`config.mk`:
```
export PLATFORM = sky130hd
export DESIGN_NAME = seg_display_arbiter_flat
export DESIGN_NICKNAME = d
export VERILOG_FILES = /design/src/rtl/seg_display_arbiter_pkg.sv /design/src/rtl/seg_display_arbiter_if.sv /design/src/rtl/seg_display_arbiter_rr_arb2.sv /design/src/rtl/seg_display_arbiter.sv /design/src/flat_wrapper.sv
export SDC_FILE = /design/constraint.sdc
export NUM_CORES = 1
export LEC_CHECK = 0
export BUFFER_PORTS_ARGS = -buffer_cell sky130_fd_sc_hd__buf_2
export CORE_UTILIZATION = 60
export CTS_CLUSTER_SIZE = 30
export DETAILED_ROUTE_END_ITERATION = 8
export PLACE_DENSITY = 0.8
export SETUP_SLACK_MARGIN = 0.02
export SLEW_MARGIN = 20
export SYNTH_ARGS = -nofsm -noshare
export SYNTH_HDL_FRONTEND = slang
export SYNTH_SLANG_ARGS = --single-unit
```
`constraint.sdc`:
```
create_clock -name clk -period 3.9 [get_ports clk]
set_input_delay 0.585 -clock clk [delete_from_list [all_inputs] [get_ports clk]]
set_output_delay 0.585 -clock clk [all_outputs]
set_load 0.02 [all_outputs]
```
`src/rtl/seg_display_arbiter_pkg.sv`:
```
// seg_display_arbiter_pkg
//   Shared segment constants, digit-code encoding and scan FSM state type
//   for the seven-segment display arbiter. Segment bytes are {a,b,c,d,e,f,g,dp},
//   active-low.
package seg_display_arbiter_pkg;

    localparam logic [7:0] SEG_0     = 8'h03;
    localparam logic [7:0] SEG_1     = 8'h9F;
    localparam logic [7:0] SEG_2     = 8'h25;
    localparam logic [7:0] SEG_3     = 8'h0D;
    localparam logic [7:0] SEG_4     = 8'h99;
    localparam logic [7:0] SEG_5     = 8'h49;
    localparam logic [7:0] SEG_6     = 8'h41;
    localparam logic [7:0] SEG_7     = 8'h1F;
    localparam logic [7:0] SEG_8     = 8'h01;
    localparam logic [7:0] SEG_9     = 8'h09;
    localparam logic [7:0] SEG_DASH  = 8'hFD;
    localparam logic [7:0] SEG_BLANK = 8'hFF;

    // Digit code: bit 4 forces blank, bits 3:0 carry the value.
    localparam logic [4:0] BLANK_CODE = 5'h10;

    localparam int unsigned NUM_DIGITS = 8;

    typedef enum logic {
        ST_BLANK = 1'b0,
        ST_ON    = 1'b1
    } scan_state_e;

endpackage

```
`src/rtl/seg_display_arbiter_if.sv`:
```
// seg_display_arbiter_if
//   One requester's digit-write channel.
//   req  : write request, held until granted
//   addr : digit index (0 = rightmost, led_en bit 0)
//   data : digit code {blank, value[3:0]}
//   gnt  : combinational grant; the write commits on the clock edge where gnt=1
interface seg_display_arbiter_if;
    logic       req;
    logic [2:0] addr;
    logic [4:0] data;
    logic       gnt;

    modport master (output req, output addr, output data, input gnt);
    modport slave  (input req, input addr, input data, output gnt);
endinterface

```
`src/rtl/seg_display_arbiter_rr_arb2.sv`:
```
// seg_display_arbiter_rr_arb2
//   Two-way round-robin arbiter. A lone requester is granted immediately;
//   on contention the requester that did not win last time is granted.
//   Ports:
//     clk, rst        : clock, async active-high reset
//     req0_i, req1_i  : requests
//     gnt0_o, gnt1_o  : combinational grants, mutually exclusive, low in reset
module seg_display_arbiter_rr_arb2 (
    input  logic clk,
    input  logic rst,
    input  logic req0_i,
    input  logic req1_i,
    output logic gnt0_o,
    output logic gnt1_o
);

    // Index of the requester granted most recently; resets to 1 so that
    // requester 0 wins the first contention.
    logic rr_last_q;
    logic rr_last_d;

    always_comb begin
        gnt0_o = 1'b0;
        gnt1_o = 1'b0;
        if (!rst) begin
            if (req0_i && (!req1_i || rr_last_q)) begin
                gnt0_o = 1'b1;
            end else if (req1_i) begin
                gnt1_o = 1'b1;
            end
        end
    end

    always_comb begin
        rr_last_d = rr_last_q;
        if (gnt0_o) begin
            rr_last_d = 1'b0;
        end else if (gnt1_o) begin
            rr_last_d = 1'b1;
        end
    end

    always_ff @(posedge clk or posedge rst) begin
        if (rst) begin
            rr_last_q <= 1'b1;
        end else begin
            rr_last_q <= rr_last_d;
        end
    end

endmodule

```
`src/rtl/seg_display_arbiter.sv`:
```
// seg_display_arbiter
//   Owns the 8-digit active-low seven-segment display. Two requesters write
//   digit codes into an 8-entry buffer through a round-robin arbiter (one write
//   per clock). A scan sequencer walks the digits, one per slot of SCAN_DIV+1
//   clocks, keeping all digits dark for the first BLANK_CYC clocks of a slot.
//   Ports:
//     clk, rst  : clock, async active-high reset
//     wr0, wr1  : requester write channels (slave side)
//     led_en    : digit enables, active-low, one-hot-low or all ones (registered)
//     led_cx    : segments {a..g,dp}, active-low (registered)
module seg_display_arbiter
    import seg_display_arbiter_pkg::*;
#(
    parameter int unsigned SCAN_DIV  = 199999,
    parameter int unsigned BLANK_CYC = 1000
) (
    input  logic                 clk,
    input  logic                 rst,
    seg_display_arbiter_if.slave wr0,
    seg_display_arbiter_if.slave wr1,
    output logic [7:0]           led_en,
    output logic [7:0]           led_cx
);

    localparam logic [31:0] SLOT_LAST  = 32'(SCAN_DIV);
    localparam logic [31:0] BLANK_LAST = 32'(BLANK_CYC - 1);

    function automatic logic [7:0] seg_decode(input logic [4:0] code);
        logic [7:0] seg;
        if (code[4]) begin
            seg = SEG_BLANK;
        end else begin
            case (code[3:0])
                4'd0:    seg = SEG_0;
                4'd1:    seg = SEG_1;
                4'd2:    seg = SEG_2;
                4'd3:    seg = SEG_3;
                4'd4:    seg = SEG_4;
                4'd5:    seg = SEG_5;
                4'd6:    seg = SEG_6;
                4'd7:    seg = SEG_7;
                4'd8:    seg = SEG_8;
                4'd9:    seg = SEG_9;
                default: seg = SEG_DASH;
            endcase
        end
        return seg;
    endfunction

    // ------------------------------------------------------------------
    // Arbitration and digit buffer
    // ------------------------------------------------------------------
    logic gnt0;
    logic gnt1;

    seg_display_arbiter_rr_arb2 u_arb (
        .clk    (clk),
        .rst    (rst),
        .req0_i (wr0.req),
        .req1_i (wr1.req),
        .gnt0_o (gnt0),
        .gnt1_o (gnt1)
    );

    assign wr0.gnt = gnt0;
    assign wr1.gnt = gnt1;

    logic [4:0] dig_q [NUM_DIGITS];

    always_ff @(posedge clk or posedge rst) begin
        if (rst) begin
            for (int i = 0; i < int'(NUM_DIGITS); i++) begin
                dig_q[i] <= BLANK_CODE;
            end
        end else if (gnt0) begin
            dig_q[wr0.addr] <= wr0.data;
        end else if (gnt1) begin
            dig_q[wr1.addr] <= wr1.data;
        end
    end

    // ------------------------------------------------------------------
    // Slot counter: 0..SCAN_DIV, wrapping
    // ------------------------------------------------------------------
    logic [31:0] cnt_q;
    logic [31:0] cnt_d;
    logic        slot_end;

    assign slot_end = (cnt_q == SLOT_LAST);
    assign cnt_d    = slot_end ? 32'd0 : cnt_q + 32'd1;

    always_ff @(posedge clk or posedge rst) begin
        if (rst) begin
            cnt_q <= 32'd0;
        end else begin
            cnt_q <= cnt_d;
        end
    end

    // ------------------------------------------------------------------
    // Scan FSM. The segment pattern is latched once on ON entry, so a write
    // to the digit currently lit only shows on its next slot.
    // ------------------------------------------------------------------
    scan_state_e state_q;
    logic [2:0]  idx_q;
    logic [7:0]  led_en_q;
    logic [7:0]  led_cx_q;

    always_ff @(posedge clk or posedge rst) begin
        if (rst) begin
            state_q  <= ST_BLANK;
            idx_q    <= 3'd0;
            led_en_q <= 8'hFF;
            led_cx_q <= 8'hFF;
        end else begin
            case (state_q)
                ST_BLANK: begin
                    if (cnt_q == BLANK_LAST) begin
                        state_q  <= ST_ON;
                        led_en_q <= ~(8'b1 << idx_q);
                        led_cx_q <= seg_decode(dig_q[idx_q]);
                    end
                end
                ST_ON: begin
                    if (slot_end) begin
                        state_q  <= ST_BLANK;
                        idx_q    <= idx_q + 3'd1;
                        led_en_q <= 8'hFF;
                        led_cx_q <= 8'hFF;
                    end
                end
                default: state_q <= ST_BLANK;
            endcase
        end
    end

    assign led_en = led_en_q;
    assign led_cx = led_cx_q;

endmodule

```
`src/flat_wrapper.sv`:
```
// flat-port wrapper written by rule: the top's interface ports become plain ports
module seg_display_arbiter_flat import seg_display_arbiter_pkg::*;
#(
    parameter int unsigned SCAN_DIV  = 199999,
    parameter int unsigned BLANK_CYC = 1000
)
  (clk, rst, led_en, led_cx, wr0_req, wr0_addr, wr0_data, wr0_gnt, wr1_req, wr1_addr, wr1_data, wr1_gnt);
  seg_display_arbiter_if wr0_i ();
  seg_display_arbiter_if wr1_i ();
  input  logic clk;
  input  logic rst;
  output logic [7:0] led_en;
  output logic [7:0] led_cx;
  input wire logic [$bits(wr0_i.req)-1:0] wr0_req;
  input wire logic [$bits(wr0_i.addr)-1:0] wr0_addr;
  input wire logic [$bits(wr0_i.data)-1:0] wr0_data;
  output wire logic [$bits(wr0_i.gnt)-1:0] wr0_gnt;
  input wire logic [$bits(wr1_i.req)-1:0] wr1_req;
  input wire logic [$bits(wr1_i.addr)-1:0] wr1_addr;
  input wire logic [$bits(wr1_i.data)-1:0] wr1_data;
  output wire logic [$bits(wr1_i.gnt)-1:0] wr1_gnt;
  assign wr0_i.req = wr0_req;
  assign wr0_i.addr = wr0_addr;
  assign wr0_i.data = wr0_data;
  assign wr0_gnt = wr0_i.gnt;
  assign wr1_i.req = wr1_req;
  assign wr1_i.addr = wr1_addr;
  assign wr1_i.data = wr1_data;
  assign wr1_gnt = wr1_i.gnt;
  seg_display_arbiter #(.SCAN_DIV(SCAN_DIV), .BLANK_CYC(BLANK_CYC)) u_core (.clk(clk), .rst(rst), .wr0(wr0_i), .wr1(wr1_i), .led_en(led_en), .led_cx(led_cx));
endmodule
```
======== Word level (Yosys, flattened, before mapping) ========
Memory sizes are Yosys's and may differ from the RTL's.
Index checks and enable logic that the tools add are counted.
operators by class
  add/sub/neg operators ................... 2
  multipliers ............................. 0
  divide/modulo/power cells ............... 0
  $lt $le $gt $ge ......................... 5
  equal/unequal tests ..................... 4
  shift-type cells ........................ 1
  muxes and demuxes ....................... 28
  bitwise gates (word level) .............. 5
  reduce and logical (&&, ||, !) cells .... 8
operators by type and width
  cell                   count
  $bwmux 40              2
  $mux 40                2
  $add 32x1->32 const B  1
  $eq 32x10->1 const B   1
  $eq 32x18->1 const B   1
  $mux 32                1
  $mux 8                 4
  $pmux 8 s2             2
  $demux 5 s3            2
  $mux 5                 4
  $bmux 5 s3             1
  $ge 4x4->1 const B     3
  $not 3->4              3
  $mux 1                 9
  $lt 4x1->1 const B     2
  $not 8->8              1
  $shl 1x3->8 const A    1
  $ne 2x1->1 const B     2
  $reduce_and 2->1       2
  $add 3x1->3 const B    1
  $logic_and 1x1->1      3
  $pmux 1 s2             1
  $reduce_bool 2->1      1
  $logic_not 1->1        1
  2 further kinds        2
storage, ports and cells
  bits in registers ....................... 93
  latch bits .............................. 0
  memory bits (writable) .................. 0
  ROM bits ................................ 112
  bits of input ports ..................... 20
  output and inout bits ................... 18
  word-level logic and storage cells ...... 68
  memories ................................ 1
memories
  memory            words  bits a word  read ports  clocked after Yosys merged registers in  write ports  RTL line                   RTL
  (name not given)  16     7            1           0                                        0            seg_display_arbiter.sv:33  case (code[3:0])

======== Longest topological paths before layout ========
Gate-level depths: netlist of the first run.
  depth after elaboration ................. 8
  mapped depth ............................ 8
  depth with buffers taken out ............ 7

======== By module ========
Synthesis of the first run repeated with hierarchy kept, for this count alone.
second synthesis, totals
  cell total of the unflattened synthesis .. 460
  area total of the unflattened synthesis .. 4996.0 um^2
by module, submodules not included
  module                       instances  cells each  area each (um^2)  seq. area each (um^2)
  seg_display_arbiter          1          452         4924.7            2306.0
  seg_display_arbiter_rr_arb2  1          8           71.3              26.3

======== Worst setup path before layout of the first run ========
OpenSTA, ideal clock, no wires.
  path type ............................... input to register
  start point ............................. input rst
  end point ............................... register u_core.dig_q[30] in the netlist's numbering
  setup time .............................. 130 ps
  arrival time ............................ 3928 ps
  data required time ...................... 3770 ps
  setup slack ............................. -158 ps
  cell stages on the path ................. 5
  buffers on the path ..................... 0
  path through ............................ inv_1 -> nand4_1 -> nor3_1 -> or2_2 -> o21ai_0
between the ends
  longest elaborated chain between the ends .. 2
  elaborated cells between the ends (all ways) .. 4
  classes of those cells .................. 3 x mux; 1 x reduce/logical
RTL lines
  element                                              RTL line                           RTL
  from (decl)                                          flat_wrapper.sv:11                 input logic rst;
  $mux 1                                               seg_display_arbiter_rr_arb2.sv:25  if (!rst) begin
  $mux 40 / $reduce_bool 2->1 (equally long branches)  n/a
  to (signal, indexed assignment)                      seg_display_arbiter.sv:76          dig_q[wr0.addr] <= wr0.data;
  to (signal, indexed assignment)                      seg_display_arbiter.sv:78          dig_q[wr1.addr] <= wr1.data;
  to (decl)                                            seg_display_arbiter.sv:68          logic [4:0] dig_q [NUM_DIGITS];
Parallel ways exist; a longest one is shown, timed or not.
A chain may end at the register's enable or synchronous reset.

======== Worst setup path in the final report of the first run ========
  start point ............................. register u_core.idx_q[0]
  end point ............................... register u_core.led_cx_q[6], in the netlist u_core.led_cx[6]
between the ends
  longest elaborated chain between the ends .. 8
RTL lines
  element                                      RTL line                    RTL
  from (decl)                                  seg_display_arbiter.sv:105  logic [2:0] idx_q;
  from (signal assigned)                       seg_display_arbiter.sv:127  idx_q <= idx_q + 3'd1;
  $not 3->4 (implied by the code) *            seg_display_arbiter.sv:121  led_cx_q <= seg_decode(dig_q[idx_q]);
  $bmux 5 s3 *                                 seg_display_arbiter.sv:121
  $mux 5 (implied by the code) * (2 in a row)  seg_display_arbiter.sv:121
  $mem_v2 16x7                                 n/a
  $mux 8 *                                     seg_display_arbiter.sv:30   if (code[4]) begin
  $mux 8 *                                     seg_display_arbiter.sv:118  if (cnt_q == BLANK_LAST) begin
  $pmux 8 s2 *                                 seg_display_arbiter.sv:116  case (state_q)
  to (signal assigned)                         seg_display_arbiter.sv:121
  to (decl)                                    seg_display_arbiter.sv:107  logic [7:0] led_cx_q;
Every way passes the cells marked *; elsewhere a longest branch is shown, timed or not. The select of a mux whose other input is x is not followed.

==> impl_results.md, run 1 <==
- Worst reg2reg setup slack: 1.12 ns
- Syn_nets: 522
- CP Capture Point: u_core.led_cx[6]
- Endpoints failing setup: 0
- Synth Area per Inst: 9.89 µm²
- R2r worst-path depth: 5
- FF+latch count, synth: 92
- DP HPWL: 7710 µm
- Drt drc: 0
- Postcts setup bufs: 0
- Count of cell types in the netlist: 46
- Fraction of layout cells with a size suffix above 1: 18.8%
- Min cycle time layout: 2.78 ns
- Ant diodes: 0
- Post-synth EDFFs: 0
- Kind of critical path: reg2reg
- CTS max path bufs: 2
- Starting Density: 62.2%
- Area grow syn2layout: 8.99%
- WL/cell: 17.2 µm
- Critical path peak fanout: 11
- Nets: 549
- GP Congestion: 0.951
- Clk_lat worst skew: 0.36 ns
- Core Rows: 32
- Pins Over Slew Limit: 0
- M1 WL: 4710 µm
- Fill count: 588
- Grt total ovfl: 0
- Vias: 3790
- Synth top area cells: dfrtp_1 (35%), dfstp_2 (13%), a22oi_1 (6.2%)
- DR WL met3: 812 µm
- Hold bufs inserted after CTS: 0
- Post-synth ARST share: 100%
- Relative slew slack: 38.9%
- Reg2Reg Capture Point: u_core.led_cx[6]
- CTS clk-pin slew, worst paths: 0.09 ns
- Post-synthesis sequential area ratio: 48.3%
- Core Footprint: 0.00777 mm²
- Die height: 91.7 µm
- Number of synthesis warnings: 0
- Worst VDD drop: 195 µV
- Area after DPL: 0.00505 mm²
- Die X-Extent: 91.7 µm
- # port buffers: 36
- Crit path capture type: flop
- Sink Count: 92
- Vias/cell: 6.09
- Vias in the first global route: 3525
- Largest net degree at the start of global routing: 89
- Netlist Area Pre-Place: 0.00483 mm²
- Pwr per Cell Area: 428 mW/mm²
- First-pass GRT wire length: 17800 µm
- Reg2Reg Launch Point: u_core.idx_q[0]
- Clock skew: 0.00952 ns
- Element type at the critical path start: flop
- Leak: 2.32 nW
- Met2 wire length: 4920 µm
- Area fraction of the dominant cell type after synthesis: 35.2%
- Highest metal layer with signal wires: met4
- Drt total wl: 10700 µm
- GRT Total Usage: 27.7%
- Die area: 0.00841 mm²
- Top_reg_cell synth: dfrtp_1
- Critical path data arrival time: 3.04 ns
- Final Hold Vio Count: 0
- Worst EP required: 4.16 ns
- Post-Syn Instances: 488
- Final Cell Area: 0.00526 mm²
- Max_cap viols: 0
- CTS HTree Levels: 3
- HP Class: in2async
- Status: completed
- TritonCTS Buffers: 9
- Fmax: 359 MHz
- RSZ-0062 raised after global routing: false
- Critical path launch point: u_core.idx_q[0]
- Initial DRC count: 346
- Root Driver: clkbuf_8
- Post-DRT Antenna Nets: 0
- Worst-Margin Slew: 0.891 ns
- CTS-repair resized insts: 0
- Drt first pass iters: 5
- Top cell type by total area after synthesis: dfrtp_1
- Boundary Pins: 38
- CTS tree: yes
- Tcrit/Tclk final: 71.3%
- Number of antenna violations at the first check in global routing: 0
- Setup TNS: 0 ns
-- worst min path at each step --
stage	end	start	cells after the start	slack [ns]
after floorplan	u_core.cnt_q[31]	u_core.cnt_q[31]	1	0.44
final	u_core.dig_q[7]	rst	2	0.13
after detailed placement	u_core.cnt_q[31]	u_core.cnt_q[31]	1	0.46
after global placement	u_core.cnt_q[31]	u_core.cnt_q[31]	1	0.46
after global routing	u_core.dig_q[5]	rst	2	0.12
after CTS	u_core.dig_q[5]	rst	2	0.12
-- flip-flops by register name, indices dropped and copies added (netlist names) --
signal,cells
u_core.dig_q,40
u_core.cnt_q,32
u_core.led_en,8
u_core.led_cx,7
u_core.idx_q,3
u_core.state_q,1
u_core.u_arb.rr_last_q,1
-- cell usage in the layout, fill, tap and decap left out, types with 3 or more instances in the layout --
master / count
xor2_1: 13
clkbuf_8: 9
dfstp_2: 24
nor2_1: 55
o22ai_1: 6
inv_1: 51
nand4_1: 8
buf_2: 36
a21oi_1: 10
o21ai_0: 45
mux2i_1: 6
nor3_1: 7
nand3_1: 17
nor4_1: 8
and2_1: 3
nand2_1: 21
ha_1: 14
a31oi_1: 6
nand2b_1: 6
xnor2_1: 17
a22oi_1: 40
dfrtp_1: 68
mux4_2: 10
and3_1: 3
clkbuf_1: 3
or2_2: 3
-- cells in the mapped netlist, types with 3 or more instances --
master	number
o22ai_1	6
o21ai_0	45
buf_1	10
xnor2_1	17
a21oi_1	10
nand2_1	21
a22oi_1	40
nor2_1	55
nand2b_1	6
nor4_1	8
mux2i_1	6
dfrtp_1	68
and2_1	3
clkbuf_1	6
dfstp_2	24
buf_2	3
or2_2	3
inv_1	52
a31oi_1	6
nand4_1	8
mux4_2	10
ha_1	14
nand3_1	17
nor3_1	7
and3_1	3
xor2_1	13
-- power breakdown --
| part | internal, mW | switching (mW) |
|---|---|---|
| clock network | 0.362 | 0.320 |
| logic | 0.147 | 0.213 |
| registers | 1.11 | 0.105 |
| total | 1.61 | 0.637 |
-- layout make-up --
type	count	area, µm²	area share [%]
sequential	92	2330	44.3
multi-input combinational	322	2200	41.7
timing repair buffer	38	199	3.78
inverter	52	199	3.78
clock buffer	12	135	2.57
tap	102	128	2.43
clock inverter	4	73.8	1.40
-- layer usage --
metal / up-vias / global-route usage, %
met3: 23 / 6.55
met4: 0 / 11.2
met5: - / 0
met1: 1856 / 38.7
li1: 1755 / -
met2: 156 / 42.0
-- stage by stage --
stage	setup slack (ns)	power [mW]	std cells	utilization, %	hold slack, ns
3_5_place_dp	1.17	1.57	606	65.0	0.461
6_report	1.12	2.25	622	67.8	0.134
5_1_grt	0.899	2.36	622	67.8	0.123
4_1_cts	1.13	2.25	622	67.7	0.122
2_1_floorplan	0.793	1.44	488	-	0.443
3_3_place_gp	1.29	1.55	606	65.0	0.460
-- kinds of logic (layout without fill, tap and decap cells) --
logic type | after synthesis | after routing | share of synthesized area [%]
compound gates | 114 | 114 | 15.0
xor+xnor | 30 | 30 | 5.44
fa+ha+maj | 14 | 14 | 3.63
buf+inv | 74 | 106 | 6.22
flops | 92 | 92 | 48.3
mux | 18 | 18 | 6.37
other cells | 1 | 1 | 0.0777
simple gates | 145 | 145 | 15.0
-- critical path, stage by stage (launching register included) --
cell      delay (ns)
dfrtp_1         0.69
mux4_2          0.58
mux2i_1         0.72
a21oi_1         0.27
a211oi_1        0.31
a21oi_1         0.11
No activity file was read; power rests on OpenSTA's default activity.
==> inputs of run 2 (changes only) <==
--- a/config.mk
+++ b/config.mk
@@ -6,10 +6,10 @@
 export NUM_CORES = 1
 export LEC_CHECK = 0
 export BUFFER_PORTS_ARGS = -buffer_cell sky130_fd_sc_hd__buf_2
-export CORE_UTILIZATION = 60
+export CORE_UTILIZATION = 54
 export CTS_CLUSTER_SIZE = 30
 export DETAILED_ROUTE_END_ITERATION = 8
-export PLACE_DENSITY = 0.8
+export PLACE_DENSITY = 0.76
 export SETUP_SLACK_MARGIN = 0.02
 export SLEW_MARGIN = 20
 export SYNTH_ARGS = -nofsm -noshare
==> constraint.sdc (replaced) <==
create_clock -name clk -period 2.2 [get_ports clk]
set_input_delay 0.33 -clock clk [delete_from_list [all_inputs] [get_ports clk]]
set_output_delay 0.33 -clock clk [all_outputs]
set_load 0.02 [all_outputs]
==> run 2 against run 1 <==
Compared with the run above: clock power up 89%; global-route usage is 0.87 points lower; largest power group unchanged; clock skew up 0.00089 ns; maximum frequency up 31%; combinational power up 99%; power rose by 83%; critical endpoint is now u_core.led_cx[1]; cell area is 6.9% higher; non-clock buffer count is 30 higher.
==> impl_results.md, run 2 (synthesis results as in run 1) <==
- Critical path peak fanout: 9 (was 11)
- Core Rows: 34 (was 32)
- Clock skew: 0.0104 ns (was 0.00952 ns)
- Reg2Reg Capture Point: u_core.led_cx[1] (was u_core.led_cx[6])
- Final Hold Vio Count: 0 (unchanged)
- First-pass GRT wire length: 18600 µm (was 17800 µm)
- Kind of critical path: reg2reg (unchanged)
- Area grow syn2layout: 16.5% (was 8.99%)
- DP HPWL: 8190 µm (was 7710 µm)
- Hold bufs inserted after CTS: 0 (unchanged)
- Final core utilization: 64.8% (was 67.8%)
- CTS max path bufs: 2 (unchanged)
- Largest net degree at the start of global routing: 52 (was 89)
- Logic pwr share: 17.4% (was 16.0%)
- Boundary Pins: 38 (unchanged)
- WL/cell: 17.7 µm (was 17.2 µm)
- Die height: 96.6 µm (was 91.7 µm)
- Register bank with the most flops: u_core.dig_q (unchanged)
- Post-DRT Antenna Nets: 0 (unchanged)
- Critical path launch point: u_core.idx_q[2] (was u_core.idx_q[0])
- Die area: 0.00932 mm² (was 0.00841 mm²)
- Fraction of layout cells with a size suffix above 1: 26.0% (was 18.8%)
- Final Cell Area: 0.00563 mm² (was 0.00526 mm²)
- Pwr per Cell Area: 731 mW/mm² (was 428 mW/mm²)
- GR peak layer: met2 (unchanged)
- GRT Total Usage: 26.9% (was 27.7%)
- Min cycle time layout: 2.13 ns (was 2.78 ns)
- Sink Count: 92 (unchanged)
- Leak: 2.48 nW (was 2.32 nW)
- Clk_lat worst skew: 0.37 ns (was 0.36 ns)
- Worst reg2reg setup slack: 0.07 ns (was 1.12 ns)
- Setup TNS: 0 ns (unchanged)
- Int Pwr: 2.95 mW (was 1.61 mW)
- Worst EP required: 2.50 ns (was 4.16 ns)
- Pins Over Slew Limit: 0 (unchanged)
- Endpoints failing setup: 0 (unchanged)
- Element type at the critical path start: flop (unchanged)
- Sequential power share: 51.3% (was 53.8%)
- RSZ-0062 raised after global routing: true (was false)
- Max_cap viols: 0 (unchanged)
- Ant diodes: 0 (unchanged)
- Initial DRC count: 272 (was 346)
- Tcrit/Tclk final: 96.6% (was 71.3%)
- CTS clk-pin slew, worst paths: 0.10 ns (was 0.09 ns)
- Relative slew slack: 58.5% (was 38.9%)
- Fmax: 470 MHz (was 359 MHz)
- Reg2Reg Launch Point: u_core.idx_q[2] (was u_core.idx_q[0])
- TritonCTS Buffers: 9 (unchanged)
- CTS HTree Levels: 3 (unchanged)
- Largest register FFs: 40 (unchanged)
- GRT met2 Usage: 40.0% (was 42.0%)
- Net Sw Power: 1.16 mW (was 637 µW)
- Core Footprint: 0.00868 mm² (was 0.00777 mm²)
- Drt total wl: 11600 µm (was 10700 µm)
- Number of antenna violations at the first check in global routing: 0 (unchanged)
- Vias: 3910 (was 3790)
- Starting Density: 55.6% (was 62.2%)
- Sw frac: 28.3% (about the same)
- GP Congestion: 0.929 (was 0.951)
- Pwr Total: 4.11 mW (was 2.25 mW)
- Clock share of power: 31.4% (was 30.3%)
- Grt total ovfl: 0 (unchanged)
- Grt met1 use: 38.8% (was 38.7%)
- Most frequent cells in the layout: dfrtp_1 (66), nor2_1 (55), inv_1 (51) (was dfrtp_1 (68), nor2_1 (55), inv_1 (51))
- CTS tree: yes (unchanged)
- Worst-Margin Slew: 0.622 ns (was 0.891 ns)
- Root Driver: clkbuf_8 (unchanged)
- Nets: 579 (was 549)
- R2r worst-path depth: 7 (was 5)
- Crit path capture type: flop (unchanged)
- HP Class: in2async (unchanged)
- Worst VDD drop: 420 µV (was 195 µV)
- Area after DPL: 0.00532 mm² (was 0.00505 mm²)
- Drt drc: 0 (unchanged)
- Met3 usage in global routing: 4.62% (was 6.55%)
- Vias in the first global route: 3696 (was 3525)
- Vias/cell: 5.94 (was 6.09)
- Commonest non-fill, non-tap cell in the layout: dfrtp_1 (unchanged)
- CP Capture Point: u_core.led_cx[1] (was u_core.led_cx[6])
- # port buffers: 36 (unchanged)
- Critical path data arrival time: 2.42 ns (was 3.04 ns)
- WHS: 0.132 ns (was 0.134 ns)
- Drt first pass iters: 5 (unchanged)
- Die X-Extent: 96.6 µm (was 91.7 µm)
- Status: completed (unchanged)
-- run 2: critical path, cell delays in order, from the launching register on --
cell	delay (ns)
dfrtp_1	0.64
mux4_2	0.41
mux2i_4	0.16
inv_1	0.10
ha_1	0.20
mux2_2	0.27
a211oi_2	0.22
nor2_1	0.06
-- run 2: through the flow --
step / worst slack, ns / instances
6_report: 0.0742 / 658
5_1_grt: -0.0543 / 658
4_1_cts: 0.0204 / 657
3_5_place_dp: -0.0119 / 641
3_3_place_gp: 0.0542 / 641
2_1_floorplan: -0.570 / 488
-- run 2: routing by layer --
layer / wire length [µm] / part of all wire (%)
met2: 5370 / 46
met1: 5250 / 45
met3: 852 / 7.3
met5: 0 / 0
met4: 172 / 1.5
-- run 2: layout make-up --
type	instances	area [µm²]
clock buffer	11	141
clock inverter	5	83.8
fill	707	3050
inverter	52	199
multi-input combinational	322	2300
sequential	92	2330
tap	108	135
timing repair buffer	68	433
-- run 2: repair_timing --
item                                    CTS  global route
gates resized for setup                   2            10
setup buffers                             0             1
pin swaps                                 0             4
endpoints found under the setup margin    6            16
-- run 2: worst min-delay path by stage --
| stage | start | to | slack [ns] | cells past startpoint |
|---|---|---|---|---|
| floorplan | u_core.cnt_q[31] | u_core.cnt_q[31] | 0.44 | 1 |
| global placement | u_core.cnt_q[31] | u_core.cnt_q[31] | 0.46 | 1 |
| detailed placement | u_core.cnt_q[31] | u_core.cnt_q[31] | 0.47 | 1 |
| CTS | rst | u_core.dig_q[23] | 0.15 | 3 |
| global route | rst | u_core.cnt_q[27] | 0.18 | 3 |
| finish | rst | u_core.dig_q[23] | 0.13 | 3 |
-- run 2: power by group through the flow --
stage / clock network, mW / registers, mW / logic [mW]
floorplan: 0 / 2.07 / 0.515
global placement: 0 / 2.12 / 0.665
detailed placement: 0 / 2.13 / 0.691
CTS: 1.31 / 2.10 / 0.700
global route: 1.38 / 2.13 / 0.807
finish: 1.29 / 2.11 / 0.714
